$ cat config.mk
export PLATFORM = sky130hd
export DESIGN_NAME = jtag_tap_ctrl_flat
export DESIGN_NICKNAME = d
export VERILOG_FILES = /design/src/rtl/jtag_pkg.sv /design/src/rtl/jtag_tap_ctrl_if.sv /design/src/rtl/jtag_tap_state.sv /design/src/rtl/jtag_tap_ctrl.sv /design/src/flat_wrapper.sv
export SDC_FILE = /design/constraint.sdc
export NUM_CORES = 1
export LEC_CHECK = 0
export ABC_CLOCK_PERIOD_IN_PS = 3830
export CAP_MARGIN = 20
export CORE_ASPECT_RATIO = 0.9
export CORE_MARGIN = 3
export CORE_UTILIZATION = 58
export CTS_CLUSTER_DIAMETER = 80
export DETAILED_ROUTE_END_ITERATION = 8
export GPL_ROUTABILITY_DRIVEN = 0
export PLACE_DENSITY = 0.8
export SLEW_MARGIN = 15
export SYNTH_ARGS = -nofsm -noshare
export SYNTH_HDL_FRONTEND = slang
export SYNTH_SLANG_ARGS = --single-unit
export TNS_END_PERCENT = 20
$ cat constraint.sdc
create_clock -name TCK -period 3.83 [get_ports TCK]
set_clock_uncertainty 0.1 [all_clocks]
set_input_delay 0.766 -clock TCK [delete_from_list [all_inputs] [get_ports TCK]]
set_output_delay 0.766 -clock TCK [all_outputs]
set_load 0.02 [all_outputs]
$ cat src/rtl/jtag_pkg.sv
// jtag_pkg: TAP state encoding, IR capture pattern and default opcode/IDCODE values
package jtag_pkg;
  typedef enum logic [3:0] {
    TLR    = 4'h0,
    RTI    = 4'h1,
    SEL_DR = 4'h2,
    CAP_DR = 4'h3,
    SH_DR  = 4'h4,
    EX1_DR = 4'h5,
    PAU_DR = 4'h6,
    EX2_DR = 4'h7,
    UPD_DR = 4'h8,
    SEL_IR = 4'h9,
    CAP_IR = 4'hA,
    SH_IR  = 4'hB,
    EX1_IR = 4'hC,
    PAU_IR = 4'hD,
    EX2_IR = 4'hE,
    UPD_IR = 4'hF
  } tap_state_e;
  localparam logic [1:0] IR_CAP = 2'b01;
  localparam logic [3:0] OP_IDCODE_DEF = 4'h1;
  localparam logic [3:0] OP_USER_DEF = 4'h8;
  localparam logic [31:0] IDCODE_DEF = 32'h1A2B_3C4D;
endpackage

$ cat src/rtl/jtag_tap_ctrl_if.sv
// jtag_tap_ctrl_if: JTAG pins (TMS/TDI/TDO/TDO_EN), TAP status and USER DR handshake; master drives, slave is the TAP
interface jtag_tap_ctrl_if #(
  parameter int IR_WIDTH = 4,
  parameter int USER_WIDTH = 8
) ();
  logic TMS;
  logic TDI;
  logic TDO;
  logic TDO_EN;
  logic [3:0] tap_state;
  logic [IR_WIDTH-1:0] ir_out;
  logic user_sel;
  logic [USER_WIDTH-1:0] user_capture_data;
  logic [USER_WIDTH-1:0] user_update_data;
  logic user_update_strb;
  modport master (
    output TMS, TDI, user_capture_data,
    input TDO, TDO_EN, tap_state, ir_out, user_sel, user_update_data, user_update_strb
  );
  modport slave (
    input TMS, TDI, user_capture_data,
    output TDO, TDO_EN, tap_state, ir_out, user_sel, user_update_data, user_update_strb
  );
endinterface

$ cat src/rtl/jtag_tap_state.sv
// jtag_tap_state: 16-state TAP FSM (tck, trst_n, tms in; state plus capture/shift/update decodes and next-is-TLR out)
module jtag_tap_state
  import jtag_pkg::*;
(
  input  logic       tck,
  input  logic       trst_n,
  input  logic       tms,
  output tap_state_e state,
  output logic       cap_dr,
  output logic       sh_dr,
  output logic       upd_dr,
  output logic       cap_ir,
  output logic       sh_ir,
  output logic       upd_ir,
  output logic       tlr_nxt
);
  tap_state_e state_q, state_d;
  always_comb begin
    state_d = state_q;
    case (state_q)
      TLR:            state_d = tms ? TLR    : RTI;
      RTI:            state_d = tms ? SEL_DR : RTI;
      SEL_DR:         state_d = tms ? SEL_IR : CAP_DR;
      CAP_DR, SH_DR:  state_d = tms ? EX1_DR : SH_DR;
      EX1_DR:         state_d = tms ? UPD_DR : PAU_DR;
      PAU_DR:         state_d = tms ? EX2_DR : PAU_DR;
      EX2_DR:         state_d = tms ? UPD_DR : SH_DR;
      UPD_DR, UPD_IR: state_d = tms ? SEL_DR : RTI;
      SEL_IR:         state_d = tms ? TLR    : CAP_IR;
      CAP_IR, SH_IR:  state_d = tms ? EX1_IR : SH_IR;
      EX1_IR:         state_d = tms ? UPD_IR : PAU_IR;
      PAU_IR:         state_d = tms ? EX2_IR : PAU_IR;
      EX2_IR:         state_d = tms ? UPD_IR : SH_IR;
      default:        state_d = TLR;
    endcase
  end
  always_ff @(posedge tck) state_q <= !trst_n ? TLR : state_d;
  assign state   = state_q;
  assign cap_dr  = state_q == CAP_DR;
  assign sh_dr   = state_q == SH_DR;
  assign upd_dr  = state_q == UPD_DR;
  assign cap_ir  = state_q == CAP_IR;
  assign sh_ir   = state_q == SH_IR;
  assign upd_ir  = state_q == UPD_IR;
  assign tlr_nxt = state_d == TLR;
endmodule

$ cat src/rtl/jtag_tap_ctrl.sv
// jtag_tap_ctrl: TAP controller with IR, BYPASS/IDCODE/USER DRs, TDO mux and USER update strobe (TCK, TRST_N, j: pins/status/handshake)
module jtag_tap_ctrl
  import jtag_pkg::*;
#(
  parameter int                  IR_WIDTH   = 4,
  parameter int                  USER_WIDTH = 8,
  parameter logic [31:0]         IDCODE_VAL = IDCODE_DEF,
  parameter logic [IR_WIDTH-1:0] OP_IDCODE  = IR_WIDTH'(OP_IDCODE_DEF),
  parameter logic [IR_WIDTH-1:0] OP_USER    = IR_WIDTH'(OP_USER_DEF),
  parameter logic [IR_WIDTH-1:0] OP_BYPASS  = '1
) (
  input logic             TCK,
  input logic             TRST_N,
  jtag_tap_ctrl_if.slave  j
);
  tap_state_e st;
  logic cap_dr, sh_dr, upd_dr, cap_ir, sh_ir, upd_ir, tlr_nxt;
  logic [IR_WIDTH-1:0] ir_q, ir_d, ir_sr_q, ir_sr_d;
  logic byp_q, byp_d, strb_q, strb_d;
  logic [31:0] id_sr_q, id_sr_d;
  logic [USER_WIDTH-1:0] usr_sr_q, usr_sr_d, upd_q, upd_d;
  logic sel_user, sel_id, sel_byp;
  jtag_tap_state u_state (
    .tck     (TCK),
    .trst_n  (TRST_N),
    .tms     (j.TMS),
    .state   (st),
    .cap_dr  (cap_dr),
    .sh_dr   (sh_dr),
    .upd_dr  (upd_dr),
    .cap_ir  (cap_ir),
    .sh_ir   (sh_ir),
    .upd_ir  (upd_ir),
    .tlr_nxt (tlr_nxt)
  );
  assign sel_user = ir_q == OP_USER;
  assign sel_id   = ir_q == OP_IDCODE;
  assign sel_byp  = (ir_q == OP_BYPASS) | !(sel_user | sel_id);
  always_comb begin
    ir_d     = tlr_nxt ? OP_IDCODE : upd_ir ? ir_sr_q : ir_q;
    ir_sr_d  = cap_ir ? IR_WIDTH'(IR_CAP) : sh_ir ? {j.TDI, ir_sr_q[IR_WIDTH-1:1]} : ir_sr_q;
    byp_d    = (sel_byp && cap_dr) ? 1'b0 : (sel_byp && sh_dr) ? j.TDI : byp_q;
    id_sr_d  = (sel_id && cap_dr) ? IDCODE_VAL : (sel_id && sh_dr) ? {j.TDI, id_sr_q[31:1]} : id_sr_q;
    usr_sr_d = (sel_user && cap_dr) ? j.user_capture_data
             : (sel_user && sh_dr) ? ((usr_sr_q >> 1) | (USER_WIDTH'(j.TDI) << (USER_WIDTH - 1)))
             : usr_sr_q;
    strb_d   = sel_user && upd_dr;
    upd_d    = strb_d ? usr_sr_q : upd_q;
  end
  always_ff @(posedge TCK) begin
    if (!TRST_N) begin
      ir_q     <= OP_IDCODE;
      ir_sr_q  <= '0;
      byp_q    <= 1'b0;
      id_sr_q  <= '0;
      usr_sr_q <= '0;
      upd_q    <= '0;
      strb_q   <= 1'b0;
    end else begin
      ir_q     <= ir_d;
      ir_sr_q  <= ir_sr_d;
      byp_q    <= byp_d;
      id_sr_q  <= id_sr_d;
      usr_sr_q <= usr_sr_d;
      upd_q    <= upd_d;
      strb_q   <= strb_d;
    end
  end
  assign j.TDO = sh_ir ? ir_sr_q[0]
               : sh_dr ? (sel_user ? usr_sr_q[0] : sel_id ? id_sr_q[0] : byp_q)
               : 1'b0;
  assign j.TDO_EN           = sh_ir | sh_dr;
  assign j.tap_state        = st;
  assign j.ir_out           = ir_q;
  assign j.user_sel         = sel_user;
  assign j.user_update_data = upd_q;
  assign j.user_update_strb = strb_q;
endmodule

$ cat src/flat_wrapper.sv
// flat-port wrapper written by rule: the top's interface ports become plain ports
module jtag_tap_ctrl_flat import jtag_pkg::*;
#(
  parameter int                  IR_WIDTH   = 4,
  parameter int                  USER_WIDTH = 8,
  parameter logic [31:0]         IDCODE_VAL = IDCODE_DEF,
  parameter logic [IR_WIDTH-1:0] OP_IDCODE  = IR_WIDTH'(OP_IDCODE_DEF),
  parameter logic [IR_WIDTH-1:0] OP_USER    = IR_WIDTH'(OP_USER_DEF),
  parameter logic [IR_WIDTH-1:0] OP_BYPASS  = '1
)
  (TCK, TRST_N, j_TMS, j_TDI, j_user_capture_data, j_TDO, j_TDO_EN, j_tap_state, j_ir_out, j_user_sel, j_user_update_data, j_user_update_strb);
  jtag_tap_ctrl_if #(.IR_WIDTH(IR_WIDTH), .USER_WIDTH(USER_WIDTH)) j_i ();
  input logic TCK;
  input logic TRST_N;
  input wire logic [$bits(j_i.TMS)-1:0] j_TMS;
  input wire logic [$bits(j_i.TDI)-1:0] j_TDI;
  input wire logic [$bits(j_i.user_capture_data)-1:0] j_user_capture_data;
  output wire logic [$bits(j_i.TDO)-1:0] j_TDO;
  output wire logic [$bits(j_i.TDO_EN)-1:0] j_TDO_EN;
  output wire logic [$bits(j_i.tap_state)-1:0] j_tap_state;
  output wire logic [$bits(j_i.ir_out)-1:0] j_ir_out;
  output wire logic [$bits(j_i.user_sel)-1:0] j_user_sel;
  output wire logic [$bits(j_i.user_update_data)-1:0] j_user_update_data;
  output wire logic [$bits(j_i.user_update_strb)-1:0] j_user_update_strb;
  assign j_i.TMS = j_TMS;
  assign j_i.TDI = j_TDI;
  assign j_i.user_capture_data = j_user_capture_data;
  assign j_TDO = j_i.TDO;
  assign j_TDO_EN = j_i.TDO_EN;
  assign j_tap_state = j_i.tap_state;
  assign j_ir_out = j_i.ir_out;
  assign j_user_sel = j_i.user_sel;
  assign j_user_update_data = j_i.user_update_data;
  assign j_user_update_strb = j_i.user_update_strb;
  jtag_tap_ctrl #(.IR_WIDTH(IR_WIDTH), .USER_WIDTH(USER_WIDTH), .IDCODE_VAL(IDCODE_VAL), .OP_IDCODE(OP_IDCODE), .OP_USER(OP_USER), .OP_BYPASS(OP_BYPASS)) u_core (.TCK(TCK), .TRST_N(TRST_N), .j(j_i));
endmodule
**Word level (Yosys, flattened, before mapping)**

Index checks and enable logic that the tools add are counted.

- Input bits: 12
- Word-level logic and storage cells: 76
- Output and inout bits: 20
- Bits in registers: 62

- Bitwise operators: 5
- Muxes and demuxes: 23
- Eq/ne operators: 18
- Reduce and logical (&&, ||, !) cells: 20

Operators with widths:

| cell | number |
|---|---|
| 29-bit two-way mux | 2 |
| 4-bit one-hot mux with 12 select lines | 1 |
| 4-bit equality test, second input constant | 10 |
| 4-bit by 3-bit equality test with 1-bit output, second input constant | 4 |
| 4-bit two-way mux | 4 |
| 8-bit two-way mux | 2 |
| 2-bit OR reduction | 6 |
| 1-bit two-way mux | 9 |
| 4-bit by 1-bit equality test with 1-bit output, second input constant | 2 |
| 4-bit by 2-bit equality test with 1-bit output, second input constant | 2 |
| 4-bit logical NOT | 2 |
| 7-bit by 8-bit bitwise OR with 8-bit output | 1 |
| 1-bit logical AND | 7 |
| 2-bit two-way mux | 3 |
| 3-bit two-way mux | 2 |
| 2-bit nonzero test | 3 |
| 1-bit bitwise OR | 3 |
| 3-bit OR reduction | 1 |
| 1-bit logical NOT | 1 |
| 1-bit inverter | 1 |

**Depth between registers and ports, before layout**

Gate-level depths: netlist of run 1.

- Depth after elaboration: 6
- Gate-level depth with buffers: 6
- Depth with buffers taken out: 4

**Modules after synthesis**

From an unflattened synthesis of run 1, not the netlist that was laid out.

- Cell total of the unflattened synthesis: 290
- Area total of the unflattened synthesis: 2785.2 um^2

Modules (own cells, without submodules):

| module | cells an instance | area an instance (um^2) | sequential area each (um^2) | instances |
|---|---|---|---|---|
| jtag_tap_ctrl | 241 | 2416.1 | 1161.1 | 1 |
| jtag_tap_state | 49 | 369.1 | 80.1 | 1 |

**Worst setup path before layout of run 1**

Ideal clock, no wire load.

- Path type: flip-flop to output port
- Start: register u_core.u_state.state_q[3] (netlist: u_core.u_state.state[3])
- End: output j_TDO
- Stages on the path, launching flop included: 5
- Data required time: 2.964 ns
- Buffers on the path: 2
- Arrival time: 1.851 ns
- Path slack: 1.113 ns
- Cell sequence: dfxtp_1 -> clkbuf_1 -> buf_1 -> nand2_1 -> o32ai_1

- Longest elaborated chain between the ends: 3
- Elaborated cells on any way between the ends: 4
- Those cells by class: eq/ne: 2; mux: 2

RTL lines:

| item | line | source |
|---|---|---|
| start, declared | jtag_tap_state.sv:17 | `tap_state_e state_q, state_d;` |
| start signal, assigned | jtag_tap_state.sv:37 | `always_ff @(posedge tck) state_q <= !trst_n ? TLR : state_d;` |
| 4-bit by 3-bit equality test with 1-bit output | jtag_tap_state.sv:40 | `assign sh_dr = state_q == SH_DR;` |
| 1-bit two-way mux | jtag_tap_ctrl.sv:70 | `: sh_dr ? (sel_user ? usr_sr_q[0] : sel_id ? id_sr_q[0] : byp_q)` |
| 1-bit two-way mux (*) | jtag_tap_ctrl.sv:69 | `assign j.TDO = sh_ir ? ir_sr_q[0]` |
| end, declared | flat_wrapper.sv:18 | `output wire logic [$bits(j_i.TDO)-1:0] j_TDO;` |

Every way passes the cells marked *; elsewhere a longest branch is shown, timed or not.

**Worst setup path after layout of run 1**

- Start: register u_core.u_state.state_q[2] (netlist: u_core.u_state.state[2])
- End: output j_TDO

The elaborated chain is that of the path after synthesis.

==> qor.csv, run 1 <==
metric;value;unit
hold_class;reg -> reg;
start_kind;flip-flop;
synthXorXnorAreaFrac;0.3512;%
rr_worst_depth;3;
grt_use_total;21.57;%
synth_seq_cells;62;
synth_top_area_share;49.77;%
antenna_left;0;
h-tree-depth;3;
die-height;68.21;um
required;2.96;ns
insertedDiodeCount;0;
cts_buffer_depth;2;
drcViolationCount;0;
grt_setup_unrepaired;no;
crit_end;j_TDO;
final_hold_viol_count;0;
worstSetupPathType;reg -> out;
cp.arrival;2.64;ns
synthFlopType;dfxtp_1;
synth_fa_ha_area_share;0;%
synthTopCellsByCount;dfxtp_1, nand2_1, o22ai_1;
end_kind;primary output;
fmax;284.9;MHz
ctsHoldBuffers;0;
ys_types;43;
p_leak;1.157;nW
synth_top_family_by_area;compound AO/OA/AOI/OAI gates;
core_area;3915;um2
grt_pass1_wl;8286;um
dieArea;5123;um2
worst_pin_slew;0.9970;ns
multi_input_area;1129;um2
synth_cells;269;
initial_utilization;63.69;%
regArea;1241;um2
finalMaxSlewViolations;0;
power_density;491.3;nW/um2
cts_tree;yes;
reg2reg_from;u_core.u_state.state[2];
grt_pass1_vias;1761;
max_cap_viol_count;0;
cp-startpoint;u_core.u_state.state[2];
syn_area;2494;um2
clk_latency;0.33;ns
regToRegEndpoint;u_core.id_sr_q[25];
yosysTopAreaCell;dfxtp_1;
irDropWorstVdd;0.4366;mV
final_util;77.98;%
slew_headroom;33.53;%
async_reset_ff_share;0;%
nNetsFinal;305;
die_w;75.12;um
rrSetupSlack;1.14;ns
yosys_warnings;0;
grt_max_degree;33;
synth_mux_area_share;4.014;%
clock-sinks;62;
cp_max_fo;17;
vias_per_cell;6.020;
synth-compound-area-share;25.09;%
synth-simple-area-share;15.81;%
period_minus_slack;3.511;ns
clockRootBuffer;clkbuf_8;
vias;2071;
drt_iter0_markers;159;
drive_gt1_share;13.76;%
hold_slack;0.3499;ns
io_pins;32;
numCtsBuffers;9;
antenna_found_initial;0;
p_total;1.500;mW
synth_nets;281;
firstDrtPassIters;4;
stdcell_count;344;
cts_resized;0;
rows;21;
post-dp-hpwl;3250;um
synth-edff-count;0;
period_share;91.66;%
overflow;0;
yosysMostFrequentCell;dfxtp_1;
syn_area_per_cell;9.270;um2
tns;0;ns
setup_violations;0;
fillers;281;
synth_area_leaders;dfxtp_1, o221a_2, o22ai_1;
wire_per_inst;14.64;um
area_delta_synth_final;22.43;%
place.port_buffers;31;
wl;5035;um
ys_seq_area_share;49.77;%
dp.cells;328;
clk_pin_slew;0.06;ns
cts_setup_buffers;0;
status;finished clean;
layout make-up:
class                      count  area share, %
tap                           46          1.885
timing repair buffer          36          11.39
inverter                       6         0.7377
clock inverter                 5          3.402
sequential                    62          40.66
multi-input combinational    178          36.97
clock buffer                  11          4.959
per-stage QoR:
stage               instance area (um2)  setup WS, ns
global placement                   2798        0.7251
global route                       3053        0.2093
detailed placement                 2798        0.7001
finish                             3053        0.3195
CTS                                3053        0.3171
floorplan                          2494         1.113
flip-flops by register name, summed over array words and instances (netlist names):
signal and flops:
u_core.u_state.state 4, u_core.byp_q 1, u_core.id_sr_q 32, u_core.j.user_update_data 8, u_core.ir_sr_q 4, u_core.j.ir_out 4
u_core.usr_sr_q 8, u_core.j.user_update_strb 1
per-layer routing:
layer  track usage [%]  share of wire (%)  vias to the layer above
met3             8.664                5.4                        7
met1             29.04                 50                      968
met5                 0                  0                        -
li1                  -                  -                     1051
met2             31.63                 44                       45
met4             6.667                1.2                        0
cells in the final DEF, fill, tap and decap left out, drive strengths merged, types with 2 or more instances in the layout:
cell type	instances
a21oi	15
and2	2
buf	5
bufinv	3
clkbuf	11
clkdlybuf4s50	31
dfxtp	62
inv	7
mux2i	10
nand2	31
nand2b	2
nand3	4
nor2	22
nor2b	6
nor3	4
nor4	2
o21a	9
o21ai	6
o221a	16
o221ai	2
o22ai	26
or4b	2
worst min-delay path by stage:
stage	startpoint	end	slack (ns)	cells after the start
finish	u_core.ir_sr_q[1]	u_core.ir_sr_q[1]	0.35	2
global route	u_core.ir_sr_q[1]	u_core.ir_sr_q[1]	0.37	2
CTS	u_core.ir_sr_q[1]	u_core.ir_sr_q[1]	0.35	2
detailed placement	u_core.ir_sr_q[1]	u_core.ir_sr_q[1]	0.34	2
global placement	u_core.ir_sr_q[1]	u_core.ir_sr_q[1]	0.34	2
floorplan	u_core.ir_sr_q[1]	u_core.ir_sr_q[1]	0.33	2
logic make-up after synthesis:
family	Yosys count
AO/OA/AOI/OAI	85
XOR/XNOR	1
buffers and inverters	29
flip-flops	62
multiplexers	10
AND/OR/NAND/NOR	82
where the power goes:
group	total (mW)	internal (mW)	switching, mW
clock	0.716	0.469	0.247
sequential	0.672	0.660	0.0119
combinational	0.112	0.0519	0.0603
total	1.50	1.18	0.319
worst max-delay path: stages (launching register included):
cell and delay, ns:
dfxtp_1 0.60, or3b_2 0.64, nor2_1 0.13, o221ai_1 0.12, o32ai_1 0.16, clkdlybuf4s50_1 0.66
Note: power is estimated with default switching activity, not from simulation.
==> inputs of run 2 (changes only) <==
--- a/config.mk
+++ b/config.mk
@@ -5,7 +5,7 @@
 export SDC_FILE = /design/constraint.sdc
 export NUM_CORES = 1
 export LEC_CHECK = 0
-export ABC_CLOCK_PERIOD_IN_PS = 3830
+export ABC_CLOCK_PERIOD_IN_PS = 4400
 export CAP_MARGIN = 20
 export CORE_ASPECT_RATIO = 0.9
 export CORE_MARGIN = 3
==> constraint.sdc (replaced) <==
create_clock -name TCK -period 4.4 [get_ports TCK]
set_clock_uncertainty 0.1 [all_clocks]
set_input_delay 0.88 -clock TCK [delete_from_list [all_inputs] [get_ports TCK]]
set_output_delay 0.88 -clock TCK [all_outputs]
set_load 0.02 [all_outputs]
==> qor.csv, run 2 (synthesized netlist as in run 1, its figures left out) <==
metric;value;unit;change
status;finished clean;;unchanged
p_total;1.232;mW;was 1.500 mW
clock-sinks;62;;unchanged
final_common_cell;dfxtp_1;;unchanged
cts_tree;yes;;unchanged
wl;5171;um;was 5035 um
insertedDiodeCount;0;;unchanged
power_density;411.5;nW/um2;was 491.3 nW/um2
cts_buffer_depth;2;;unchanged
dp.cells;325;;was 328
overflow;0;;unchanged
grt_pass1_vias;1732;;was 1761
initial_utilization;63.69;%;unchanged
rrSetupSlack;1.73;ns;was 1.14 ns
post-dp-hpwl;3238;um;was 3250 um
numCtsBuffers;9;;unchanged
fillers;301;;was 281
min_path_cells;2;;unchanged
grt_setup_unrepaired;no;;unchanged
wire_per_inst;15.16;um;was 14.64 um
clk_pin_slew;0.07;ns;was 0.06 ns
h-tree-depth;3;;unchanged
hold_path_end;u_core.ir_sr_q[1];;unchanged
die_w;75.12;um;unchanged
holdCritStartpoint;u_core.ir_sr_q[1];;unchanged
clockRootBuffer;clkbuf_8;;unchanged
irDropWorstVdd;0.2806;mV;was 0.4366 mV
cp_num_cells;5;;unchanged
cts_resized;0;;unchanged
fmax;277.1;MHz;
rows;21;;unchanged
final_cell_mix;dfxtp_1, nand2_1, clkdlybuf4s50_1;;unchanged
core_area;3915;um2;unchanged
period_share;82.01;%;
multi_input_area;1129;um2;unchanged
worstSetupPathType;reg -> out;;unchanged
cts_setup_buffers;0;;unchanged
setup_violations;0;;unchanged
regToRegEndpoint;u_core.id_sr_q[2];;was u_core.id_sr_q[25]
stdcell_count;341;;was 344
place.port_buffers;31;;unchanged
drt_iter0_markers;152;;was 159
grt_max_degree;39;;was 33
dieArea;5123;um2;unchanged
finalMaxSlewViolations;0;;unchanged
final_hold_viol_count;0;;unchanged
slew_headroom;34.28;%;was 33.53%
end_kind;primary output;;unchanged
clk_latency;0.35;ns;was 0.33 ns
firstDrtPassIters;5;;was 4
worst_pin_slew;0.9857;ns;was 0.9970 ns
io_pins;32;;unchanged
required;3.42;ns;was 2.96 ns
largest_register_ffs;32;;unchanged
cpPeakStageDelay;0.66;ns;about the same
tns;0;ns;unchanged
hold_class;reg -> reg;;unchanged
p_leak;1.113;nW;was 1.157 nW
start_kind;flip-flop;;unchanged
rr_worst_depth;3;;unchanged
cp_max_fo;17;;unchanged
antenna_left;0;;unchanged
grt_use_total;22.75;%;was 21.57%
cp.buffers_inverters;1;;unchanged
nNetsFinal;302;;was 305
largest_register;u_core.id_sr_q;;unchanged
regArea;1241;um2;unchanged
drcViolationCount;0;;unchanged
drive_gt1_share;12.88;%;was 13.76%
vias_per_cell;6.073;;was 6.020
die-height;68.21;um;unchanged
grt_pass1_wl;8556;um;was 8286 um
cp.arrival;2.63;ns;was 2.64 ns
max_cap_viol_count;0;;unchanged
antenna_found_initial;0;;unchanged
cp_top_family;simple AND/OR/NAND/NOR gates;;unchanged
ctsHoldBuffers;0;;unchanged
cpMaxStageDelayCell;clkdlybuf4s50_1;;unchanged
period_minus_slack;3.608;ns;
vias;2071;;unchanged
area_delta_synth_final;20.12;%;was 22.43%
crit_chain;or3b_2, nor2_1, o221ai_1, o32ai_1, clkdlybuf4s50_1;;unchanged
reg2reg_from;u_core.u_state.state[2];;unchanged
run 2: cell count changes in the layout (fill, tap and decap cells not counted):
| cell | delta |
|---|---|
| buf_4 | -3 |
| bufinv_16 | -1 |
| clkbuf_8 | -2 |
| clkinvlp_4 | +3 |
run 2: power by group:
part | switching, mW | total (mW) | internal (mW) | leakage (nW)
Clock | 0.232 | 0.551 | 0.319 | 0.102
Combinational | 0.0458 | 0.0884 | 0.0426 | 0.511
Sequential | 0.0181 | 0.593 | 0.574 | 0.501
run 2: worst max path at each step:
stage                                        from  endpoint
after floorplan           u_core.u_state.state[3]     j_TDO
after global placement    u_core.u_state.state[2]     j_TDO
after detailed placement  u_core.u_state.state[2]     j_TDO
after CTS                 u_core.u_state.state[2]     j_TDO
after global routing      u_core.u_state.state[2]     j_TDO
final                     u_core.u_state.state[2]     j_TDO
run 2: tightest hold or removal path, delay by kind of cell (launching register included):
kind / cells / cell delay [ns]
DFF: 1 / 0.32
AOI/OAI and AO/OA: 1 / 0.05
and+or+nand+nor: 1 / 0.05
run 2: area by class of cell:
class                           instances  area share [%]
Sequential cell                        62           41.44
Multi-Input combinational cell        178           37.68
Timing Repair Buffer                   33           10.86
Clock buffer                            9           4.135
Clock inverter                          7           3.216
Tap cell                               46           1.921
Inverter                                6          0.7519
run 2: per-stage QoR:
step                util, %  hold WS, ns  setup WS [ns]  cell area, um2
floorplan                 -       0.3319          1.569            2494
global placement      70.89       0.3453          1.189            2775
detailed placement    70.89       0.3585          1.180            2775
CTS                   76.51       0.3650         0.7806            2995
global route          76.51       0.3901         0.5906            2995
finish                76.51       0.3629         0.7918            2995
run 2: layer usage:
metal / wire length (um) / GRT usage, %
met2: 2208 / 30.22
met4: 107 / 8.889
met1: 2441 / 31.51
met5: 0 / 0
met3: 414 / 10.72
==> inputs of run 3 (changes only) <==
--- a/config.mk
+++ b/config.mk
@@ -5,15 +5,15 @@
 export SDC_FILE = /design/constraint.sdc
 export NUM_CORES = 1
 export LEC_CHECK = 0
-export ABC_CLOCK_PERIOD_IN_PS = 4400
+export ABC_CLOCK_PERIOD_IN_PS = 3750
 export CAP_MARGIN = 20
 export CORE_ASPECT_RATIO = 0.9
 export CORE_MARGIN = 3
-export CORE_UTILIZATION = 58
+export CORE_UTILIZATION = 54
 export CTS_CLUSTER_DIAMETER = 80
 export DETAILED_ROUTE_END_ITERATION = 8
 export GPL_ROUTABILITY_DRIVEN = 0
-export PLACE_DENSITY = 0.8
+export PLACE_DENSITY = 0.75
 export SLEW_MARGIN = 15
 export SYNTH_ARGS = -nofsm -noshare
 export SYNTH_HDL_FRONTEND = slang
==> constraint.sdc (replaced) <==
create_clock -name TCK -period 3.75 [get_ports TCK]
set_clock_uncertainty 0.1 [all_clocks]
set_input_delay 0.75 -clock TCK [delete_from_list [all_inputs] [get_ports TCK]]
set_output_delay 0.75 -clock TCK [all_outputs]
set_load 0.02 [all_outputs]
==> qor.csv, run 3 (synthesized netlist as in run 1, its figures left out) <==
metric;value;unit;change
drive_gt1_share;14.05;%;was 12.88%
required;2.90;ns;was 3.42 ns
fmax;284.6;MHz;
hold_class;reg -> reg;;unchanged
period_share;93.70;%;
initial_utilization;58.45;%;was 63.69%
grt_max_degree;38;;was 39
grt_setup_unrepaired;no;;unchanged
clk_pin_slew;0.07;ns;about the same
p_leak;1.128;nW;was 1.113 nW
firstDrtPassIters;4;;was 5
wire_per_inst;13.89;um;was 15.16 um
clock-sinks;62;;unchanged
grt_pass1_vias;1827;;was 1732
irDropWorstVdd;0.4181;mV;was 0.2806 mV
antenna_left;0;;unchanged
p_total;1.374;mW;was 1.232 mW
worst_slack;0.2364;ns;was 0.7918 ns
place.port_buffers;31;;unchanged
switching_power;0.3388;mW;was 0.2962 mW
worst_pin_slew;1.009;ns;was 0.9857 ns
clockRootBuffer;clkbuf_8;;unchanged
cp.arrival;2.66;ns;was 2.63 ns
finalMaxSlewViolations;0;;unchanged
io_pins;32;;unchanged
max_cap_viol_count;0;;unchanged
setup_violations;0;;unchanged
numCtsBuffers;9;;unchanged
h-tree-depth;3;;unchanged
final_cell_mix;dfxtp_1, nand2_1, clkdlybuf4s50_1;;unchanged
p_int;1.035;mW;was 0.9362 mW
rows;22;;was 21
power_density;455.2;nW/um2;was 411.5 nW/um2
crit_chain;or3b_2, nor2_1, o221ai_1, o32ai_1, clkdlybuf4s50_1;;unchanged
fin_area;3019;um2;was 2995 um2
p_sw_share;24.65;%;was 24.03%
start_kind;flip-flop;;unchanged
period_minus_slack;3.514;ns;
cts_tree;yes;;unchanged
die_w;77.63;um;was 75.12 um
min_path_cells;2;;unchanged
cpPeakStageDelay;0.67;ns;was 0.66 ns
vias_per_cell;5.638;;was 6.073
rrSetupSlack;1.06;ns;was 1.73 ns
drt_iter0_markers;144;;was 152
placed_cell_area;2823;um2;was 2775 um2
status;finished clean;;unchanged
dieArea;5470;um2;was 5123 um2
hold_slack;0.3561;ns;was 0.3629 ns
dp_worst_setup_slack;0.6228;ns;was 1.180 ns
final_hold_viol_count;0;;unchanged
largest_register;u_core.id_sr_q;;unchanged
power.share.combinational;8.6;%;was 7.2%
clk_latency;0.34;ns;was 0.35 ns
vias;2024;;was 2071
final_util;70.76;%;was 76.51%
reg2reg_from;u_core.u_state.state[2];;unchanged
worstSetupPathType;reg -> out;;unchanged
ctsHoldBuffers;0;;unchanged
cts_resized;0;;unchanged
grt_use_total;19.84;%;was 22.75%
largest_register_ffs;32;;unchanged
stdcell_count;359;;was 341
pwr-share-seq;49.8;%;was 48.1%
area_delta_synth_final;21.07;%;was 20.12%
holdCritStartpoint;u_core.ir_sr_q[1];;unchanged
overflow;0;;unchanged
nNetsFinal;306;;was 302
drcViolationCount;0;;unchanged
antenna_found_initial;0;;unchanged
insertedDiodeCount;0;;unchanged
die-height;70.47;um;was 68.21 um
cp_max_fo;17;;unchanged
cts_setup_buffers;0;;unchanged
wl;4987;um;was 5171 um
rr_worst_depth;3;;unchanged
p_clk_share;41.6;%;was 44.7%
dp.cells;343;;was 325
tns;0;ns;unchanged
grt_pass1_wl;8749;um;was 8556 um
final_common_cell;dfxtp_1;;unchanged
post-dp-hpwl;3254;um;was 3238 um
hold_path_end;u_core.ir_sr_q[1];;unchanged
end_kind;primary output;;unchanged
cpMaxStageDelayCell;clkdlybuf4s50_1;;unchanged
core_area;4267;um2;was 3915 um2
regToRegEndpoint;u_core.id_sr_q[3];;was u_core.id_sr_q[2]
slew_headroom;32.76;%;was 34.28%
cts_buffer_depth;2;;unchanged
[run 3: changes by cell type in the layout (fill, tap and decap cells not counted)]
cell / previous run / this run
clkinvlp_4: 3 / 2
buf_4: 2 / 6
clkinv_4: 0 / 1
bufinv_16: 2 / 1
clkinv_2: 1 / 2
[run 3: worst max path at each step]
stage	startpoint	end	slack (ns)
global route	u_core.u_state.state[2]	j_TDO	0.11
global placement	u_core.u_state.state[2]	j_TDO	0.64
detailed placement	u_core.u_state.state[2]	j_TDO	0.62
finish	u_core.u_state.state[2]	j_TDO	0.24
CTS	u_core.u_state.state[2]	j_TDO	0.24
floorplan	u_core.u_state.state[3]	j_TDO	1.05
[run 3: routing by layer]
layer	track usage (%)	vias up	share of wire (%)	wire, um
met3	7.732	5	6.8	339
met1	28.95	914	51	2555
met2	27.19	56	41	2064
met4	4.743	0	0.54	27
li1	-	1049	-	-
met5	0	-	0	0
[run 3: power by group through the flow]
stage	Clock, mW	Sequential, mW	Combinational, mW
after CTS	0.588	0.684	0.118
after floorplan	0	0.700	0.0788
after global placement	0	0.698	0.117
after global routing	0.623	0.686	0.129
final	0.572	0.684	0.118
after detailed placement	0	0.699	0.117
[run 3: area by class of cell]
| cell class | instances | area, um2 |
|---|---|---|
| Tap cell | 60 | 75.07 |
| Inverter | 6 | 22.52 |
| Clock buffer | 9 | 123.9 |
| Sequential cell | 62 | 1241 |
| Multi-Input combinational cell | 178 | 1129 |
| Timing Repair Buffer | 37 | 355.3 |
| Fill cell | 343 | 1247 |
| Clock inverter | 7 | 72.57 |
[run 3: worst max-delay path: cells and delay by family (launching register included)]
kind	cells	cell delay, ns
AO/OA/AOI/OAI	2	0.27
buffers and inverters	1	0.67
flip-flops	1	0.61
AND/OR/NAND/NOR	2	0.78
==> edit 1 (settings of run 1) <==
`IR_WIDTH` is set to 4 in 3 places; all go to 6.
--- a/src/rtl/jtag_tap_ctrl_if.sv
+++ b/src/rtl/jtag_tap_ctrl_if.sv
@@ -1,6 +1,6 @@
 // jtag_tap_ctrl_if: JTAG pins (TMS/TDI/TDO/TDO_EN), TAP status and USER DR handshake; master drives, slave is the TAP
 interface jtag_tap_ctrl_if #(
-  parameter int IR_WIDTH = 4,
+  parameter int IR_WIDTH = 6,
   parameter int USER_WIDTH = 8
 ) ();
   logic TMS;
--- a/src/rtl/jtag_tap_ctrl.sv
+++ b/src/rtl/jtag_tap_ctrl.sv
@@ -2,7 +2,7 @@
 module jtag_tap_ctrl
   import jtag_pkg::*;
 #(
-  parameter int                  IR_WIDTH   = 4,
+  parameter int                  IR_WIDTH   = 6,
   parameter int                  USER_WIDTH = 8,
   parameter logic [31:0]         IDCODE_VAL = IDCODE_DEF,
   parameter logic [IR_WIDTH-1:0] OP_IDCODE  = IR_WIDTH'(OP_IDCODE_DEF),
--- a/src/flat_wrapper.sv
+++ b/src/flat_wrapper.sv
@@ -1,7 +1,7 @@
 // flat-port wrapper written by rule: the top's interface ports become plain ports
 module jtag_tap_ctrl_flat import jtag_pkg::*;
 #(
-  parameter int                  IR_WIDTH   = 4,
+  parameter int                  IR_WIDTH   = 6,
   parameter int                  USER_WIDTH = 8,
   parameter logic [31:0]         IDCODE_VAL = IDCODE_DEF,
   parameter logic [IR_WIDTH-1:0] OP_IDCODE  = IR_WIDTH'(OP_IDCODE_DEF),
Interface: changed (resized j_ir_out); port bits go from 32 to 34. No check against the original RTL was run, so the function may have changed too.
==> edit 1 against run 1 <==
- sequential cell count up 4
- fmax is 2.7% higher
- register-to-register slack better by 0.45 ns
- power shrank 6.6%
- routed wire length up 10%
- non-clock buffer count increased by 1
- combinational power is 39% lower
- final area rose by 5.1%
- final cell count up 17%
- worst setup slack improved by 0.092 ns
- synthesized area is 7.5% higher
- critical path type unchanged
- largest cell class unchanged
==> edit 1: results (changes against run 1) <==
holdPathEnd: "u_core.id_sr_q[22]"
min_from: "u_core.id_sr_q[23]"
holdWs_ns: 0.353  # +0.00293 ns
path_clk_slew_ns: 0.07
track_usage: 0.215  # -0.000268
cts_buffer_depth: 2  # unchanged
htree_num_levels: 3  # unchanged
yosys-top-cells-count: "80 x nand2_1, 66 x dfxtp_1, 26 x a21oi_1, 19 x nor2_1, 15 x a31oi_1"
first_iter_violations: 152  # -4.4%
antennaDiodeCount: 0  # unchanged
cp_slowest_cell: "dfxtp_1"
grt_max_degree: 33  # unchanged
top_register: "u_core.id_sr_q"
crit_family: "buffers and inverters"
clock_latency_ns: 0.34
num_vias: 2234  # +7.9%
start_util: 0.628  # -0.00850
r2r_end: "u_core.id_sr_q[5]"
syn_nets: 325  # +16%
largest_reg_flops: 32  # unchanged
finalWirelength_um: 5540  # +10%
fillers: 326  # +16%
reg2reg_depth: 4  # +1
postCtsSetupBuffers: 0  # unchanged
irDropWorstVdd_mv: 0.374  # -14%
seq_area_frac_synth: 0.493  # -0.00497
grt_pass1_vias: 1936  # +9.9%
cpPeakStageDelay_ns: 0.61  # -0.05 ns
grt_pass1_wl_um: 9290  # +12%
post-place-ws_ns: 0.756  # +0.0563 ns
yosys-top-cells-area: "dfxtp_1 49%, nand2_1 11%, a21oi_1 4.9%"
synth-warning-count: 0  # unchanged
p_leak_uw: 0.00114  # -1.5%
tightest_slew_ns: 0.658  # -0.339 ns
async_flop_share: 0  # unchanged
drive_gt1_frac: 0.0727  # -0.0649
path_max_fanout: 15  # -2
r2r-start: "u_core.u_state.state[0]"
nets: 351  # +15%
rrSetupSlack_ns: 1.59  # +0.45 ns
holdPathStages: 2  # unchanged
drt-pass1-iter-count: 5  # +1
finalCritPeriodShare: 0.893  # -0.0239
hold_path.class: "flop to flop"
place_hpwl_um: 3570  # +9.8%
root_buffer: "clkbuf_8"
ys_types: 43  # unchanged
cts.repair.resized: 0  # unchanged
numCtsBuffers: 9  # unchanged
status: "completed"
numPortBuffers: 33  # +6.5%
edit 1: how the worst max path moves through the flow:
stage	start	end
after global routing	u_core.u_state.state[0]	j_TDO_EN
after global placement	u_core.u_state.state[0]	j_TDO_EN
after floorplan	u_core.u_state.state[2]	j_TDO
after CTS	u_core.u_state.state[0]	j_TDO_EN
after detailed placement	u_core.u_state.state[0]	j_TDO_EN
final	u_core.u_state.state[0]	j_TDO_EN
edit 1: metrics by stage:
step	std cells	util	instance area [um2]
2_1_floorplan	313	-	2680
3_3_place_gp	388	0.701	2990
3_5_place_dp	388	0.701	2990
4_1_cts	404	0.752	3210
5_1_grt	404	0.752	3210
6_report	404	0.752	3210
edit 1: worst min-delay path, stage by stage, from the launching register on:
cell and delay, ns:
dfxtp_1 0.31, nand2_1 0.05, a21oi_1 0.05
edit 1: cell type report:
class                      count  area share
tap                           60      0.0234
timing repair buffer          37       0.112
inverter                       6     0.00702
clock inverter                 7      0.0289
clock buffer                   9      0.0386
multi-input combinational    219       0.378
sequential                    66       0.412
edit 1: logic make-up (layout without fill, tap and decap cells):
family	Yosys count	count (layout)	synth area share
AO/OA/AOI/OAI	79	79	0.188
XOR/XNOR	2	2	0.00653
buffers and inverters	28	59	0.0551
flip-flops	66	66	0.493
multiplexers	13	13	0.0485
AND/OR/NAND/NOR	125	125	0.210
edit 1: layer usage:
layer | up-vias | wire length [um] | track usage
li1 | 1137 | - | -
met1 | 1006 | 2640 | 0.295
met2 | 83 | 2430 | 0.309
met3 | 8 | 400 | 0.0902
met4 | 0 | 74 | 0.0652
met5 | - | 0 | 0
edit 1: power breakdown:
group,total [uW],switching [uW],internal (uW)
clock,629,263,366
combinational,68.2,40.0,28.2
sequential,704,11.0,693
==> edit 2 (config.mk and constraints of run 1) <==
Made on the original files. Reset style: asynchronous (`TRST_N`), changed in one clocked block.
--- a/src/rtl/jtag_tap_ctrl.sv
+++ b/src/rtl/jtag_tap_ctrl.sv
@@ -47,7 +47,7 @@
     strb_d   = sel_user && upd_dr;
     upd_d    = strb_d ? usr_sr_q : upd_q;
   end
-  always_ff @(posedge TCK) begin
+  always_ff @(posedge TCK or negedge TRST_N) begin
     if (!TRST_N) begin
       ir_q     <= OP_IDCODE;
       ir_sr_q  <= '0;
Check against the original RTL: differs if TRST_N is asserted again (counterexample within 10 cycles, from zero or initial values and one cycle with TRST_N low); with TRST_N held inactive, the same outputs for 10 cycles.
==> edit 2 against run 1 <==
- synthesized area grew 12%
- sequential cell count did not move
- power grew 7.3%
- worst setup slack better by 0.15 ns
- sequential share of layout area is 5.4 points higher
- final area grew 8.9%
- combinational power up 94%
- routed wire length rose by 10%
- critical endpoint unchanged
- largest cell class unchanged
- highest routed layer unchanged
==> edit 2: results (changes against run 1) <==
status: "completed"
met1_length_um: 2570  # +2.6%
seq_area_frac_synth: 0.548  # +0.0504
irDropWorstVdd_mv: 0.443  # +1.4%
min_from: "u_core.id_sr_q[23]"
numPortBuffers: 31  # unchanged
numCtsBuffers: 9  # unchanged
r2r_end: "u_core.usr_sr_q[2]"
grt_pass1_wl_um: 9640  # +16%
ys_types: 45  # +4.7%
num_vias: 2129  # +2.8%
worstPathArrival_ns: 2.49  # -0.15 ns
slew_headroom: 0.380  # +0.0442
largest_reg_flops: 32  # unchanged
nets: 337  # +10%
rrSetupSlack_ns: 1.40  # +0.26 ns
fillers: 353  # +26%
met3_length_um: 416  # +52%
syn_nets: 312  # +11%
cts_buffer_depth: 2  # unchanged
crit_family: "buffers and inverters"
grt_max_degree: 64  # +94%
clock_latency_ns: 0.34
first_iter_violations: 154  # -3.1%
totalPowerFinal_uw: 1610  # +7.3%
p_leak_uw: 0.00147  # +27%
wl_met2_um: 2490  # +14%
cp_slowest_cell: "clkdlybuf4s50_1"
drive_gt1_frac: 0.115  # -0.0224
yosys-top-cells-count: "72 x nand2_1, 57 x dfrtp_1, 42 x o21ai_0, 30 x nor2_1, 18 x clkbuf_1"
synth-warning-count: 0  # unchanged
place_hpwl_um: 3600  # +11%
p_seq_uw: 823  # +22%
clkPwrFrac: 0.354  # -0.123
reg2reg_depth: 4  # +1
async_flop_share: 0.935  # +0.935
cpPeakStageDelay_ns: 0.64  # -0.02 ns
grt_pass1_vias: 2051  # +16%
p_sw_uw: 459  # +44%
track_usage: 0.223  # +0.00758
yosys-top-cells-area: "dfrtp_1 51%, nand2_1 9.7%, o21ai_0 7.5%"
path_max_fanout: 16  # -1
startpoint: "u_core.u_state.state[2]"
drt-pass1-iter-count: 4  # unchanged
holdPathEnd: "u_core.id_sr_q[23]"
finalWirelength_um: 5550  # +10%
==> edit 2: cell types whose count changed after synthesis, moves of 8 or more <==
cell and change:
dfrtp_1 +57, nand2_1 +41, mux2_4 +8, a21oi_1 -8, o221a_2 -16, nor2_1 +8
dfxtp_1 -58, o21ai_0 +36, o22ai_1 -25
==> edit 2: area by class of cell <==
| cell class | instances | area [um2] | share of cell area |
|---|---|---|---|
| clock buffers | 9 | 124 | 0.0373 |
| clock inverters | 7 | 73.8 | 0.0222 |
| inverters | 6 | 22.5 | 0.00677 |
| multi-input cells | 211 | 1160 | 0.349 |
| flip-flops and latches | 62 | 1530 | 0.461 |
| well taps | 62 | 77.6 | 0.0233 |
| repair buffers | 35 | 335 | 0.101 |
==> edit 2: metrics by stage <==
stage	setup slack [ns]	hold WS [ns]	cells	instance area, um2	utilization
2_1_floorplan	1.03	0.350	300	2800	-
4_1_cts	0.450	0.386	392	3320	0.731
6_report	0.472	0.383	392	3320	0.731
5_1_grt	0.314	0.414	392	3320	0.731
3_5_place_dp	0.842	0.370	376	3130	0.688
3_3_place_gp	0.883	0.361	376	3130	0.688
==> edit 2: per-layer routing <==
layer / up-vias / GRT usage
li1: 1067 / -
met1: 1004 / 0.311
met3: 7 / 0.0829
met4: 0 / 0.0687
met2: 51 / 0.329
met5: - / 0
==> edit 2: kinds of logic (layout without fill, tap and decap cells) <==
| family | count (synthesis) | in the layout | share of synthesized area |
|---|---|---|---|
| buf+inv | 27 | 57 | 0.0394 |
| xor+xnor | 3 | 3 | 0.00940 |
| mux | 13 | 13 | 0.0617 |
| flops | 62 | 62 | 0.548 |
| simple gates | 124 | 124 | 0.194 |
| compound gates | 71 | 71 | 0.148 |
